<file path="src/rtl/fetch_stage.sv">
// MISC-V instruction fetch: fetch PC, req/ack imem port,
// IF/ID register with one-entry skid buffer and redirect flush.
module fetch_stage #(
  parameter logic [15:0] RESET_PC  = 16'h0000,
  parameter logic [15:0] NOP_INSTR = 16'h0000
) (
  input  logic        clk,
  input  logic        reset,
  input  logic        stall,
  input  logic        redirect,
  input  logic [15:0] new_pc,
  output logic        imem_req,
  output logic [15:0] imem_addr,
  input  logic        imem_ack,
  input  logic [15:0] imem_rdata,
  output logic [15:0] pc_out,
  output logic [15:0] pcp2_out,
  output logic [15:0] ir_out,
  output logic        valid_out
);

  typedef enum logic [1:0] {
    FETCH   = 2'd0,
    HOLD    = 2'd1,
    DISCARD = 2'd2
  } state_t;

  state_t      state, state_nx;
  logic [15:0] fetch_pc, fetch_nx;
  logic [15:0] target_pc, target_nx;
  logic [15:0] buf_pc, buf_pc_nx;
  logic [15:0] buf_ir, buf_ir_nx;
  logic [15:0] pc_nx, pcp2_nx, ir_nx;
  logic        valid_nx;
  logic [15:0] fetch_inc;
  logic [15:0] buf_inc;

  assign fetch_inc = fetch_pc + 16'd2;
  assign buf_inc   = buf_pc + 16'd2;

  // Request is idle only in HOLD; the reset gate drops it at once.
  assign imem_req  = !reset && (state != HOLD);
  assign imem_addr = fetch_pc;

  always_comb begin
    state_nx  = state;
    fetch_nx  = fetch_pc;
    target_nx = target_pc;
    buf_pc_nx = buf_pc;
    buf_ir_nx = buf_ir;
    pc_nx     = pc_out;
    pcp2_nx   = pcp2_out;
    ir_nx     = ir_out;
    valid_nx  = valid_out;
    unique case (state)
      FETCH: begin
        if (redirect) begin
          ir_nx    = NOP_INSTR;
          valid_nx = 1'b0;
          if (imem_ack) begin
            fetch_nx = new_pc;
          end else begin
            target_nx = new_pc;
            state_nx  = DISCARD;
          end
        end else if (imem_ack) begin
          fetch_nx = fetch_inc;
          if (stall) begin
            buf_pc_nx = fetch_pc;
            buf_ir_nx = imem_rdata;
            state_nx  = HOLD;
          end else begin
            pc_nx    = fetch_pc;
            pcp2_nx  = fetch_inc;
            ir_nx    = imem_rdata;
            valid_nx = 1'b1;
          end
        end else if (!stall) begin
          ir_nx    = NOP_INSTR;
          valid_nx = 1'b0;
        end
      end
      HOLD: begin
        if (redirect) begin
          fetch_nx = new_pc;
          ir_nx    = NOP_INSTR;
          valid_nx = 1'b0;
          state_nx = FETCH;
        end else if (!stall) begin
          pc_nx    = buf_pc;
          pcp2_nx  = buf_inc;
          ir_nx    = buf_ir;
          valid_nx = 1'b1;
          state_nx = FETCH;
        end
      end
      DISCARD: begin
        ir_nx    = NOP_INSTR;
        valid_nx = 1'b0;
        // The stale word is dropped; a same-cycle redirect wins.
        if (imem_ack) begin
          fetch_nx = redirect ? new_pc : target_pc;
          state_nx = FETCH;
        end else if (redirect) begin
          target_nx = new_pc;
        end
      end
      default: begin
        state_nx = FETCH;
      end
    endcase
  end

  always_ff @(posedge clk) begin
    if (reset) begin
      state     <= FETCH;
      fetch_pc  <= RESET_PC;
      target_pc <= 16'h0000;
      buf_pc    <= 16'h0000;
      buf_ir    <= 16'h0000;
      pc_out    <= 16'h0000;
      pcp2_out  <= 16'h0000;
      ir_out    <= NOP_INSTR;
      valid_out <= 1'b0;
    end else begin
      state     <= state_nx;
      fetch_pc  <= fetch_nx;
      target_pc <= target_nx;
      buf_pc    <= buf_pc_nx;
      buf_ir    <= buf_ir_nx;
      pc_out    <= pc_nx;
      pcp2_out  <= pcp2_nx;
      ir_out    <= ir_nx;
      valid_out <= valid_nx;
    end
  end

endmodule

</file>
<file path="config.mk">
export PLATFORM = sky130hd
export DESIGN_NAME = fetch_stage
export DESIGN_NICKNAME = d
export VERILOG_FILES = /design/src/rtl/fetch_stage.sv
export SDC_FILE = /design/constraint.sdc
export NUM_CORES = 1
export LEC_CHECK = 0
export ABC_CLOCK_PERIOD_IN_PS = 3800
export BUFFER_PORTS_ARGS = -buffer_cell sky130_fd_sc_hd__buf_2
export CORE_MARGIN = 4
export CORE_UTILIZATION = 62
export CTS_BUF_LIST = sky130_fd_sc_hd__clkbuf_4 sky130_fd_sc_hd__clkbuf_8
export DETAILED_ROUTE_END_ITERATION = 8
export GPL_TIMING_DRIVEN = 0
export PLACE_DENSITY_LB_ADDON = 0.15
export SLEW_MARGIN = 20
export SYNTH_ARGS = -nofsm -noshare
export SYNTH_HDL_FRONTEND = slang
export SYNTH_SLANG_ARGS = --single-unit
</file>
<file path="constraint.sdc">
create_clock -name clk -period 3.8 [get_ports clk]
set_clock_uncertainty 0.2 [all_clocks]
set_input_delay 0.19 -clock clk [delete_from_list [all_inputs] [get_ports clk]]
set_output_delay 0.19 -clock clk [all_outputs]
set_load 0.02 [all_outputs]
</file>
==> metrics.md, run 1 <==
| Metric | Value |
|---|---|
| RSZ-0062 raised after global routing | `no` |
| Core area | `8850 um2` |
| Netlist cell types | `63` |
| Syn. warnings | `0` |
| Post-CTS setup buffers | `0` |
| Nets | `910` |
| Crit-path cells | `inv_1, ha_1, buf_2, buf_1, buf_2, nor2_1, buf_2` |
| Critical R2R Capture | `ir_out[11]` |
| WP buf/inv | `5` |
| Uppermost layer routed | `met4` |
| Total CTS buffers | `17` |
| Vias in the first global route | `5732` |
| Per-cell routed wire length | `17.9 um` |
| TritonCTS clock tree | `done` |
| Die area | `10800 um2` |
| Highest-delay cell along the critical path | `buf_1` |
| Power Dens Cells | `424 nW/um2` |
| Post-route ant nets | `0` |
| MaxCap Viol Count | `0` |
| Buffers on Ports | `99` |
| Critical path class | `reg -> out` |
| Worst-margin pin slew | `0.757 ns` |
| Max Transition Viols Final | `0` |
| Routability cong. | `0.939` |
| R2R Path Start | `state[1]` |
| Cells after DPL | `924` |
| Yosys top cell area share | `0.398` |
| Hold Buf Count CTS | `32` |
| DP HPWL | `12700 um` |
| Clk buf depth | `2` |
| CP required | `3.41 ns` |
| Synthesis-to-finish area growth | `22.8%` |
| Crit path DAT | `2.41 ns` |
| Met2 WL | `8150 um` |
| Synth area leader | `dfxtp_1` |
| Initial DRT Pass Iterations | `7` |
| Critical path endpoint | `imem_req` |
| Routed Wire Length | `17600 um` |
| Final hold violation count | `0` |
| Status | `completed` |
| DR DRC count | `0` |
| Number of synthesized register bits | `114` |
| Final period utilization | `0.737` |
| Ys async rst share | `0` |
| Post-synth EDFFs | `0` |
| Synth Cell Area | `5730 um2` |
| Post-Syn Instances | `717` |
| Total global-route track usage | `0.324` |
| Worst-Skew Late Latency | `0.44 ns` |
| Place WS | `1.29 ns` |
| Via-per-instance ratio | `6.12` |
| Ys flop type | `dfxtp_1` |
| Setup crit end kind | `output pin` |
| Clock root buffer | `clkbuf_8` |
| Final setup TNS | `0 ns` |
| HP Class | `in -> reg` |
| Layout cells sized above 1 | `0.206` |
| CP delay by family, top | `buffers and inverters` |
| CTS resizes | `0` |
| Tmin final | `2.80 ns` |
| Clock slew at reported path FFs | `0.07 ns` |
| Antenna diode count | `0` |
| Die height | `104 um` |
| H-tree lvl count | `4` |
| Syn nets | `760` |
| CP startpoint kind | `flop` |
| CTS Sinks | `114` |
| First-pass GRT wire length | `28600 um` |
| Hold_ws | `0.0469 ns` |
| Die W | `104 um` |
| Rel. slew slack | `0.496` |
| Worst Reg-to-Reg Cells | `8` |
| Reg2Reg Setup Slack | `1.19 ns` |
| Rows | `34` |
| Max Freq | `357 MHz` |
| Peak supply drop | `0.000342 V` |
| CP max FO | `10` |
| Syn Area/Cell | `7.99 um2` |
| Final worst slack | `0.998 ns` |
| Gr ovfl total | `0` |
| Crit path depth | `7` |
| Leakage | `2.85 nW` |
| Top-Level Pins | `103` |
| Finished Layout Cells | `987` |
| Setup violations, final | `0` |
| WL met1 | `7300 um` |
| Highest cell delay on the worst timing path | `0.47 ns` |
| Starting Density | `0.648` |
| Worst Setup SP | `state[1]` |
| Critical path's most frequent cell | `buf_2` |
| Top cells by area, synth | `dfxtp_1 (40%), nand2_1 (8.1%), a21oi_1 (7.1%), nor2_1 (4.3%), mux2i_1 (4.0%)` |
| Met3 Routed Length | `1770 um` |
| Vias | `6043` |
| Sequential share of the synthesized area | `0.398` |
| Initial antenna violation count | `0` |
| Initial DRC count | `452` |
| Largest net degree at the start of global routing | `17` |
-- worst register-to-register path, delay by kind of cell (launching register included) --
family / cells / cell delay [ns]
buffers and inverters: 3 / 1.00
DFF: 1 / 0.41
and+or+nand+nor: 2 / 0.30
adders and majority gates: 1 / 0.41
AOI/OAI and AO/OA: 2 / 0.24
-- worst min path at each step --
stage | from | cells after the start | end | slack, ns
3_3_place_gp | imem_rdata[8] | 3 | buf_ir[8] | 0.24
4_1_cts | reset | 3 | imem_addr[15] | 0.03
3_5_place_dp | buf_ir[14] | 2 | buf_ir[14] | 0.25
5_1_grt | redirect | 4 | state[0] | 0.08
2_1_floorplan | new_pc[2] | 2 | target_pc[2] | 0.13
6_report | reset | 3 | imem_addr[15] | 0.05
-- Yosys cell counts, drive strengths merged (5+ instances only) --
| cell type | n |
|---|---|
| a211oi | 22 |
| a21oi | 81 |
| a221o | 8 |
| a22oi | 5 |
| a31oi | 18 |
| and3 | 5 |
| and3b | 16 |
| buf | 33 |
| clkbuf | 37 |
| dfxtp | 114 |
| ha | 6 |
| inv | 9 |
| mux2i | 23 |
| nand2 | 123 |
| nand2b | 6 |
| nand3 | 13 |
| nand3b | 5 |
| nand4 | 7 |
| nor2 | 66 |
| nor2b | 5 |
| nor3 | 32 |
| nor4 | 7 |
| o21ai | 18 |
| xnor2 | 11 |
| xor2 | 14 |
-- metal layers --
metal	vias up	global-route usage
li1	2817	-
met1	2821	0.423
met2	350	0.530
met3	55	0.0819
met4	0	0.0959
met5	-	0
-- layout by cell type, fill, tap and decap left out, types with 9 or more instances in the layout --
cell             n
dfxtp_1        114
a31oi_1         18
xor2_1          14
xnor2_1         11
a21oi_1         81
dlygate4sd3_1   32
a211oi_1        22
nand2_1        123
clkbuf_8        18
mux2i_1         23
clkbuf_1        34
nor3_1          28
and3b_1         16
inv_1            9
nor2_1          66
o21ai_0         15
buf_2          118
nand3_1         13
-- state kept, by name, summed over array words and instances, names as in the netlist --
name       cells
valid_out      1
imem_addr     16
target_pc     16
buf_pc        16
ir_out        16
pcp2_out      15
pc_out        16
state          2
buf_ir        16
-- cell families (layout without fill, tap and decap cells) --
family,after synthesis,count (layout),synth area share
simple gates,293,293,0.249
compound gates,176,176,0.196
flops,114,114,0.398
buf+inv,79,241,0.0638
xor+xnor,25,25,0.0382
mux,24,24,0.0421
fa+ha+maj,6,6,0.0131
-- layout make-up --
type | instances | area (um2)
fill | 669 | 1810
timing repair buffer | 131 | 816
multi-input combinational | 524 | 3080
sequential | 114 | 2280
tap | 108 | 135
inverter | 9 | 33.8
clock buffer | 21 | 270
buffer | 70 | 332
clock inverter | 10 | 87.6
-- per-stage QoR --
stage | power (mW) | utilization | instance area (um2)
5_1_grt | 3.10 | 0.796 | 7040
3_3_place_gp | 1.90 | 0.719 | 6360
4_1_cts | 2.96 | 0.796 | 7040
2_1_floorplan | 1.73 | - | 5730
6_report | 2.99 | 0.796 | 7040
3_5_place_dp | 1.91 | 0.719 | 6360
-- power breakdown --
| part | internal [mW] | total (mW) | leakage, nW | switching, mW |
|---|---|---|---|---|
| sequential | 1.26 | 1.31 | 0.927 | 0.0556 |
| clock | 0.546 | 1.05 | 0.185 | 0.505 |
| combinational | 0.239 | 0.625 | 1.74 | 0.386 |
No activity file was read; power rests on OpenSTA's default activity.
==> run 2: changes to the inputs <==
--- a/config.mk
+++ b/config.mk
@@ -5,10 +5,10 @@
 export SDC_FILE = /design/constraint.sdc
 export NUM_CORES = 1
 export LEC_CHECK = 0
-export ABC_CLOCK_PERIOD_IN_PS = 3800
+export ABC_CLOCK_PERIOD_IN_PS = 2300
 export BUFFER_PORTS_ARGS = -buffer_cell sky130_fd_sc_hd__buf_2
 export CORE_MARGIN = 4
-export CORE_UTILIZATION = 62
+export CORE_UTILIZATION = 52
 export CTS_BUF_LIST = sky130_fd_sc_hd__clkbuf_4 sky130_fd_sc_hd__clkbuf_8
 export DETAILED_ROUTE_END_ITERATION = 8
 export GPL_TIMING_DRIVEN = 0
==> constraint.sdc (replaced) <==
create_clock -name clk -period 2.3 [get_ports clk]
set_clock_uncertainty 0.2 [all_clocks]
set_input_delay 0.115 -clock clk [delete_from_list [all_inputs] [get_ports clk]]
set_output_delay 0.115 -clock clk [all_outputs]
set_load 0.02 [all_outputs]
==> metrics.md, run 2 (synthesis results as in run 1) <==
| Metric | Value |
|---|---|
| Final period utilization | `0.984` |
| Core area | `10800 um2 (was 8850 um2)` |
| Final setup TNS | `0 ns (unchanged)` |
| Layout cells sized above 1 | `0.242 (was 0.206)` |
| Total CTS buffers | `17 (unchanged)` |
| Critical path class | `reg -> reg (was reg -> out)` |
| Tmin final | `2.26 ns` |
| Routed Wire Length | `17900 um (was 17600 um)` |
| Post-layout util | `0.682 (was 0.796)` |
| Crit path DAT | `2.37 ns (was 2.41 ns)` |
| Initial antenna violation count | `0 (unchanged)` |
| Die area | `12800 um2 (was 10800 um2)` |
| DP HPWL | `13100 um (was 12700 um)` |
| Combinational power share | `0.208 (was 0.209)` |
| Top-Level Pins | `103 (unchanged)` |
| Final hold violation count | `0 (unchanged)` |
| Rel. slew slack | `0.514 (was 0.496)` |
| Starting Density | `0.531 (was 0.648)` |
| Finished Layout Cells | `1025 (was 987)` |
| Clock root buffer | `clkbuf_8 (unchanged)` |
| R2R Path Start | `state[1] (unchanged)` |
| Max Freq | `442 MHz` |
| Routability cong. | `0.940 (was 0.939)` |
| Final worst slack | `0.0372 ns (was 0.998 ns)` |
| Vias | `5804 (was 6043)` |
| Antenna diode count | `0 (unchanged)` |
| DR DRC count | `0 (unchanged)` |
| CP required | `2.41 ns (was 3.41 ns)` |
| Met3 Routed Length | `1460 um (was 1770 um)` |
| H-tree lvl count | `4 (unchanged)` |
| FILL cells | `917 (was 669)` |
| MaxCap Viol Count | `0 (unchanged)` |
| Sw frac | `0.294 (was 0.317)` |
| Int Pwr | `3.69 mW (was 2.04 mW)` |
| Die W | `113 um (was 104 um)` |
| HP Class | `in -> reg (unchanged)` |
| TritonCTS clock tree | `done (unchanged)` |
| CP startpoint kind | `flop (unchanged)` |
| Clock slew at reported path FFs | `0.07 ns (about the same)` |
| Per-cell routed wire length | `17.5 um (was 17.9 um)` |
| Uppermost layer routed | `met4 (unchanged)` |
| Total power | `5.22 mW (was 2.99 mW)` |
| Clk pwr share | `0.377 (was 0.352)` |
| Worst Setup SP | `state[1] (unchanged)` |
| Place WS | `-0.247 ns (was 1.29 ns)` |
| Peak supply drop | `0.000458 V (was 0.000342 V)` |
| Leakage | `2.99 nW (was 2.85 nW)` |
| Rows | `38 (was 34)` |
| Design Area, Final | `7360 um2 (was 7040 um2)` |
| Setup crit end kind | `flop (was output pin)` |
| Worst-margin pin slew | `0.729 ns (was 0.757 ns)` |
| Commonest cells after routing, fill and taps aside | `nand2_1 (123), buf_2 (110), dfxtp_1 (110) (was nand2_1 (123), buf_2 (118), dfxtp_1 (114))` |
| Nets | `916 (was 910)` |
| Hold_ws | `0.0384 ns (was 0.0469 ns)` |
| Sequential Power Share | `0.415 (was 0.439)` |
| Commonest non-fill, non-tap cell in the layout | `nand2_1 (unchanged)` |
| CTS Sinks | `114 (unchanged)` |
| Status | `completed (unchanged)` |
| Via-per-instance ratio | `5.66 (was 6.12)` |
| Setup violations, final | `0 (unchanged)` |
| First-pass GRT wire length | `28700 um (was 28600 um)` |
| Gr ovfl total | `0 (unchanged)` |
| Placed cell area | `6400 um2 (was 6360 um2)` |
| Initial DRC count | `485 (was 452)` |
| Power Dens Cells | `709 nW/um2 (was 424 nW/um2)` |
| Total global-route track usage | `0.282 (was 0.324)` |
| Met2 WL | `8070 um (was 8150 um)` |
| Switching pwr | `1.53 mW (was 0.947 mW)` |
| Worst-Skew Late Latency | `0.45 ns (was 0.44 ns)` |
| Clk buf depth | `2 (unchanged)` |
| Die height | `113 um (was 104 um)` |
| Max Transition Viols Final | `0 (unchanged)` |
| Buffers on Ports | `99 (unchanged)` |
| CP max FO | `8 (was 10)` |
| Hold wc startpoint | `reset (unchanged)` |
| Post-route ant nets | `0 (unchanged)` |
| Vias in the first global route | `5704 (was 5732)` |
| Synthesis-to-finish area growth | `28.5% (was 22.8%)` |
| Cells after DPL | `956 (was 924)` |
| Initial DRT Pass Iterations | `5 (was 7)` |
| Largest net degree at the start of global routing | `17 (unchanged)` |
| WL met1 | `7970 um (was 7300 um)` |
-- run 2: power groups by stage --
stage	Sequential, mW	Clock [mW]	Combinational [mW]
6_report	2.17	1.97	1.09
2_1_floorplan	2.26	0	0.591
3_5_place_dp	2.20	0	0.965
4_1_cts	2.16	2.00	1.03
3_3_place_gp	2.20	0	0.948
5_1_grt	2.18	2.08	1.18
-- run 2: final timing paths --
| check | slack [ns] | end | cells after the start |
|---|---|---|---|
| min | 0.04 | pcp2_out[11] | 4 |
| min reg2reg | 0.26 | buf_ir[6] | 2 |
| max | 0.04 | imem_addr[14] | 8 |
| max reg2reg | 0.04 | imem_addr[14] | 8 |
-- run 2: area by class of cell --
| cell class | count | area [um2] | share of cell area |
|---|---|---|---|
| multi-input combinational | 524 | 3180 | 0.432 |
| sequential | 114 | 2290 | 0.311 |
| timing repair buffer | 140 | 897 | 0.122 |
| buffer | 67 | 364 | 0.0495 |
| clock buffer | 27 | 347 | 0.0471 |
| tap | 140 | 175 | 0.0238 |
| clock inverter | 4 | 70.1 | 0.00952 |
| inverter | 9 | 33.8 | 0.00459 |
-- run 2: worst max-delay path: stages, from the launching register on --
cell,delay (ns)
dfxtp_4,0.38
inv_1,0.09
ha_4,0.17
buf_6,0.13
o21ba_4,0.21
or3_4,0.41
a221o_1,0.31
o21ai_1,0.13
a211oi_1,0.08
-- run 2: repair_timing --
| action | 4_1_cts | 5_1_grt |
|---|---|---|
| endpoints found under the setup margin | 58 | 64 |
| hold endpoints to repair | 49 | 0 |
| buffers inserted | 3 | 2 |
| gates resized for setup | 16 | 38 |
| hold buffers | 35 | 0 |
| pin swaps | 1 | 2 |
| cloned | 1 | 0 |
-- run 2: layer usage --
metal / global-route usage / up-vias
met5: 0 / -
met4: 0.119 / 0
met3: 0.0722 / 39
met2: 0.439 / 249
met1: 0.372 / 2686
li1: - / 2830
==> run 3: changes to the inputs <==
--- a/config.mk
+++ b/config.mk
@@ -7,8 +7,10 @@
 export LEC_CHECK = 0
 export ABC_CLOCK_PERIOD_IN_PS = 2300
 export BUFFER_PORTS_ARGS = -buffer_cell sky130_fd_sc_hd__buf_2
+export CELL_PAD_IN_SITES_DETAIL_PLACEMENT = 2
+export CELL_PAD_IN_SITES_GLOBAL_PLACEMENT = 2
 export CORE_MARGIN = 4
-export CORE_UTILIZATION = 52
+export CORE_UTILIZATION = 30
 export CTS_BUF_LIST = sky130_fd_sc_hd__clkbuf_4 sky130_fd_sc_hd__clkbuf_8
 export DETAILED_ROUTE_END_ITERATION = 8
 export GPL_TIMING_DRIVEN = 0
==> metrics.md, run 3 (synthesis results as in run 1) <==
| Metric | Value |
|---|---|
| Status | `completed (unchanged)` |
| First-pass GRT wire length | `37100 um (was 28700 um)` |
| Crit-path cells | `inv_4, ha_2, buf_6, buf_6, buf_4, nor2_1, buf_4 (was inv_1, ha_4, buf_6, o21ba_4, or3_4, a221o_1, o21ai_1, a211oi_1)` |
| DP HPWL | `17100 um (was 13100 um)` |
| Sw frac | `0.327 (was 0.294)` |
| Peak supply drop | `0.000352 V (was 0.000458 V)` |
| Switching pwr | `1.68 mW (was 1.53 mW)` |
| H-tree lvl count | `4 (unchanged)` |
| Initial DRT Pass Iterations | `5 (unchanged)` |
| Gr ovfl total | `0 (unchanged)` |
| CTS Sinks | `114 (unchanged)` |
| Reg2Reg Setup Slack | `0.10 ns (was 0.04 ns)` |
| Critical path class | `reg -> out (was reg -> reg)` |
| Initial antenna violation count | `0 (unchanged)` |
| Power Dens Cells | `695 nW/um2 (was 709 nW/um2)` |
| Nets | `913 (was 916)` |
| Sequential Power Share | `0.422 (was 0.415)` |
| Max Freq | `452 MHz (was 442 MHz)` |
| TritonCTS clock tree | `done (unchanged)` |
| Routability cong. | `0.826 (was 0.940)` |
| Hold wc startpoint | `redirect (was reset)` |
| WP buf/inv | `5 (was 2)` |
| Die area | `21400 um2 (was 12800 um2)` |
| Total power | `5.14 mW (was 5.22 mW)` |
| Highest-delay cell along the critical path | `dfxtp_4 (was or3_4)` |
| Top-Level Pins | `103 (unchanged)` |
| Commonest cells after routing, fill and taps aside | `nand2_1 (123), buf_2 (112), dfxtp_1 (110) (was nand2_1 (123), buf_2 (110), dfxtp_1 (110))` |
| Final hold violation count | `0 (unchanged)` |
| Core area | `18800 um2 (was 10800 um2)` |
| Placed cell area | `6520 um2 (was 6400 um2)` |
| Clock slew at reported path FFs | `0.07 ns (about the same)` |
| Routed Wire Length | `23300 um (was 17900 um)` |
| Worst Reg-to-Reg Cells | `7 (was 8)` |
| Layout cells sized above 1 | `0.241 (was 0.242)` |
| Rel. slew slack | `0.450 (was 0.514)` |
| Combinational power share | `0.220 (was 0.208)` |
| Setup crit end kind | `output pin (was flop)` |
| Critical R2R Capture | `imem_addr[7] (was imem_addr[14])` |
| R2R Path Start | `state[1] (unchanged)` |
| Final period utilization | `0.963 (was 0.984)` |
| Worst-Skew Late Latency | `0.46 ns (was 0.45 ns)` |
| Setup violations, final | `0 (unchanged)` |
| Die height | `146 um (was 113 um)` |
| DR DRC count | `0 (unchanged)` |
| CP startpoint kind | `flop (unchanged)` |
| Worst-margin pin slew | `0.825 ns (was 0.729 ns)` |
| Hold path endpoint | `state[0] (was pcp2_out[11])` |
| Leakage | `2.96 nW (was 2.99 nW)` |
| Total CTS buffers | `17 (unchanged)` |
| Per-cell routed wire length | `20.9 um (was 17.5 um)` |
| Initial DRC count | `313 (was 485)` |
| Post-route ant nets | `0 (unchanged)` |
| Commonest non-fill, non-tap cell in the layout | `nand2_1 (unchanged)` |
| Antenna diode count | `0 (unchanged)` |
| CP max FO | `10 (was 8)` |
| CP delay by family, top | `buffers and inverters (was compound AO/OA/AOI/OAI gates)` |
| MaxCap Viol Count | `0 (unchanged)` |
| Starting Density | `0.305 (was 0.531)` |
| Vias | `5889 (was 5804)` |
| Clk pwr share | `0.357 (was 0.377)` |
| Largest net degree at the start of global routing | `17 (unchanged)` |
| Highest cell delay on the worst timing path | `0.37 ns (was 0.41 ns)` |
| Die W | `146 um (was 113 um)` |
| Clk buf depth | `2 (unchanged)` |
| Total global-route track usage | `0.218 (was 0.282)` |
| Max Transition Viols Final | `0 (unchanged)` |
| CP required | `1.99 ns (was 2.41 ns)` |
| Buffers on Ports | `99 (unchanged)` |
| Via-per-instance ratio | `5.27 (was 5.66)` |
| WHS Path Cells | `4 (unchanged)` |
| Int Pwr | `3.46 mW (was 3.69 mW)` |
| Clock root buffer | `clkbuf_8 (unchanged)` |
| Design Area, Final | `7400 um2 (was 7360 um2)` |
| Synthesis-to-finish area growth | `29.1% (was 28.5%)` |
| HP Class | `in -> reg (unchanged)` |
| Tmin final | `2.21 ns (was 2.26 ns)` |
| Rows | `50 (was 38)` |
| Crit path DAT | `1.90 ns (was 2.37 ns)` |
| Vias in the first global route | `6492 (was 5704)` |
## run 3: power by group through the flow
stage,clock [mW],sequential (mW),combinational [mW]
CTS,1.87,2.17,1.10
finish,1.84,2.17,1.13
global route,1.97,2.19,1.24
detailed placement,0,2.22,1.03
global placement,0,2.21,0.993
floorplan,0,2.26,0.591
## run 3: what timing repair did
action / CTS / global route
endpoints found under the setup margin: 92 / 82
setup buffers: 1 / 5
hold endpoints to repair: 46 / 0
hold buffers: 34 / 0
pin swaps: 1 / 6
gates resized for setup: 27 / 24
## run 3: per-stage QoR
step / std cells / worst slack [ns] / TNS, ns / utilization / hold slack, ns
CTS: 1115 / -0.0490 / -0.113 / 0.389 / 0.0123
global placement: 1050 / -0.300 / -7.53 / 0.347 / 0.168
detailed placement: 1050 / -0.447 / -13.91 / 0.347 / 0.177
floorplan: 717 / 0.108 / 0 / - / 0.0510
finish: 1117 / 0.0853 / 0 / 0.394 / 0.0606
global route: 1117 / -0.00663 / -0.0120 / 0.394 / 0.0504
## run 3: how the worst max path moves through the flow
| stage | to | startpoint | cells after the start |
|---|---|---|---|
| after global placement | ir_out[11] | state[1] | 8 |
| after CTS | imem_addr[5] | state[1] | 8 |
| after global routing | imem_req | state[1] | 7 |
| final | imem_req | state[1] | 7 |
| after floorplan | imem_addr[14] | state[0] | 9 |
| after detailed placement | ir_out[14] | state[1] | 8 |
## run 3: final cells by class
class,instances,area (um2)
inverters,9,38.8
clock buffers,22,290
plain buffers,65,340
fillers,2190,11400
flip-flops and latches,114,2290
clock inverters,10,83.8
repair buffers,139,883
multi-input cells,524,3180
well taps,234,293
## run 3: worst min-delay path, cell delays in order
cell and delay, ns:
buf_4 0.18, inv_1 0.16, nand4_1 0.14, a21oi_1 0.08
## run 3: layer usage
layer | vias to the layer above | track usage | wire, um
met2 | 102 | 0.369 | 11400
met5 | - | 0 | 0
met4 | 0 | 0.0503 | 259
met1 | 2952 | 0.289 | 10800
met3 | 20 | 0.0413 | 889
li1 | 2815 | - | -
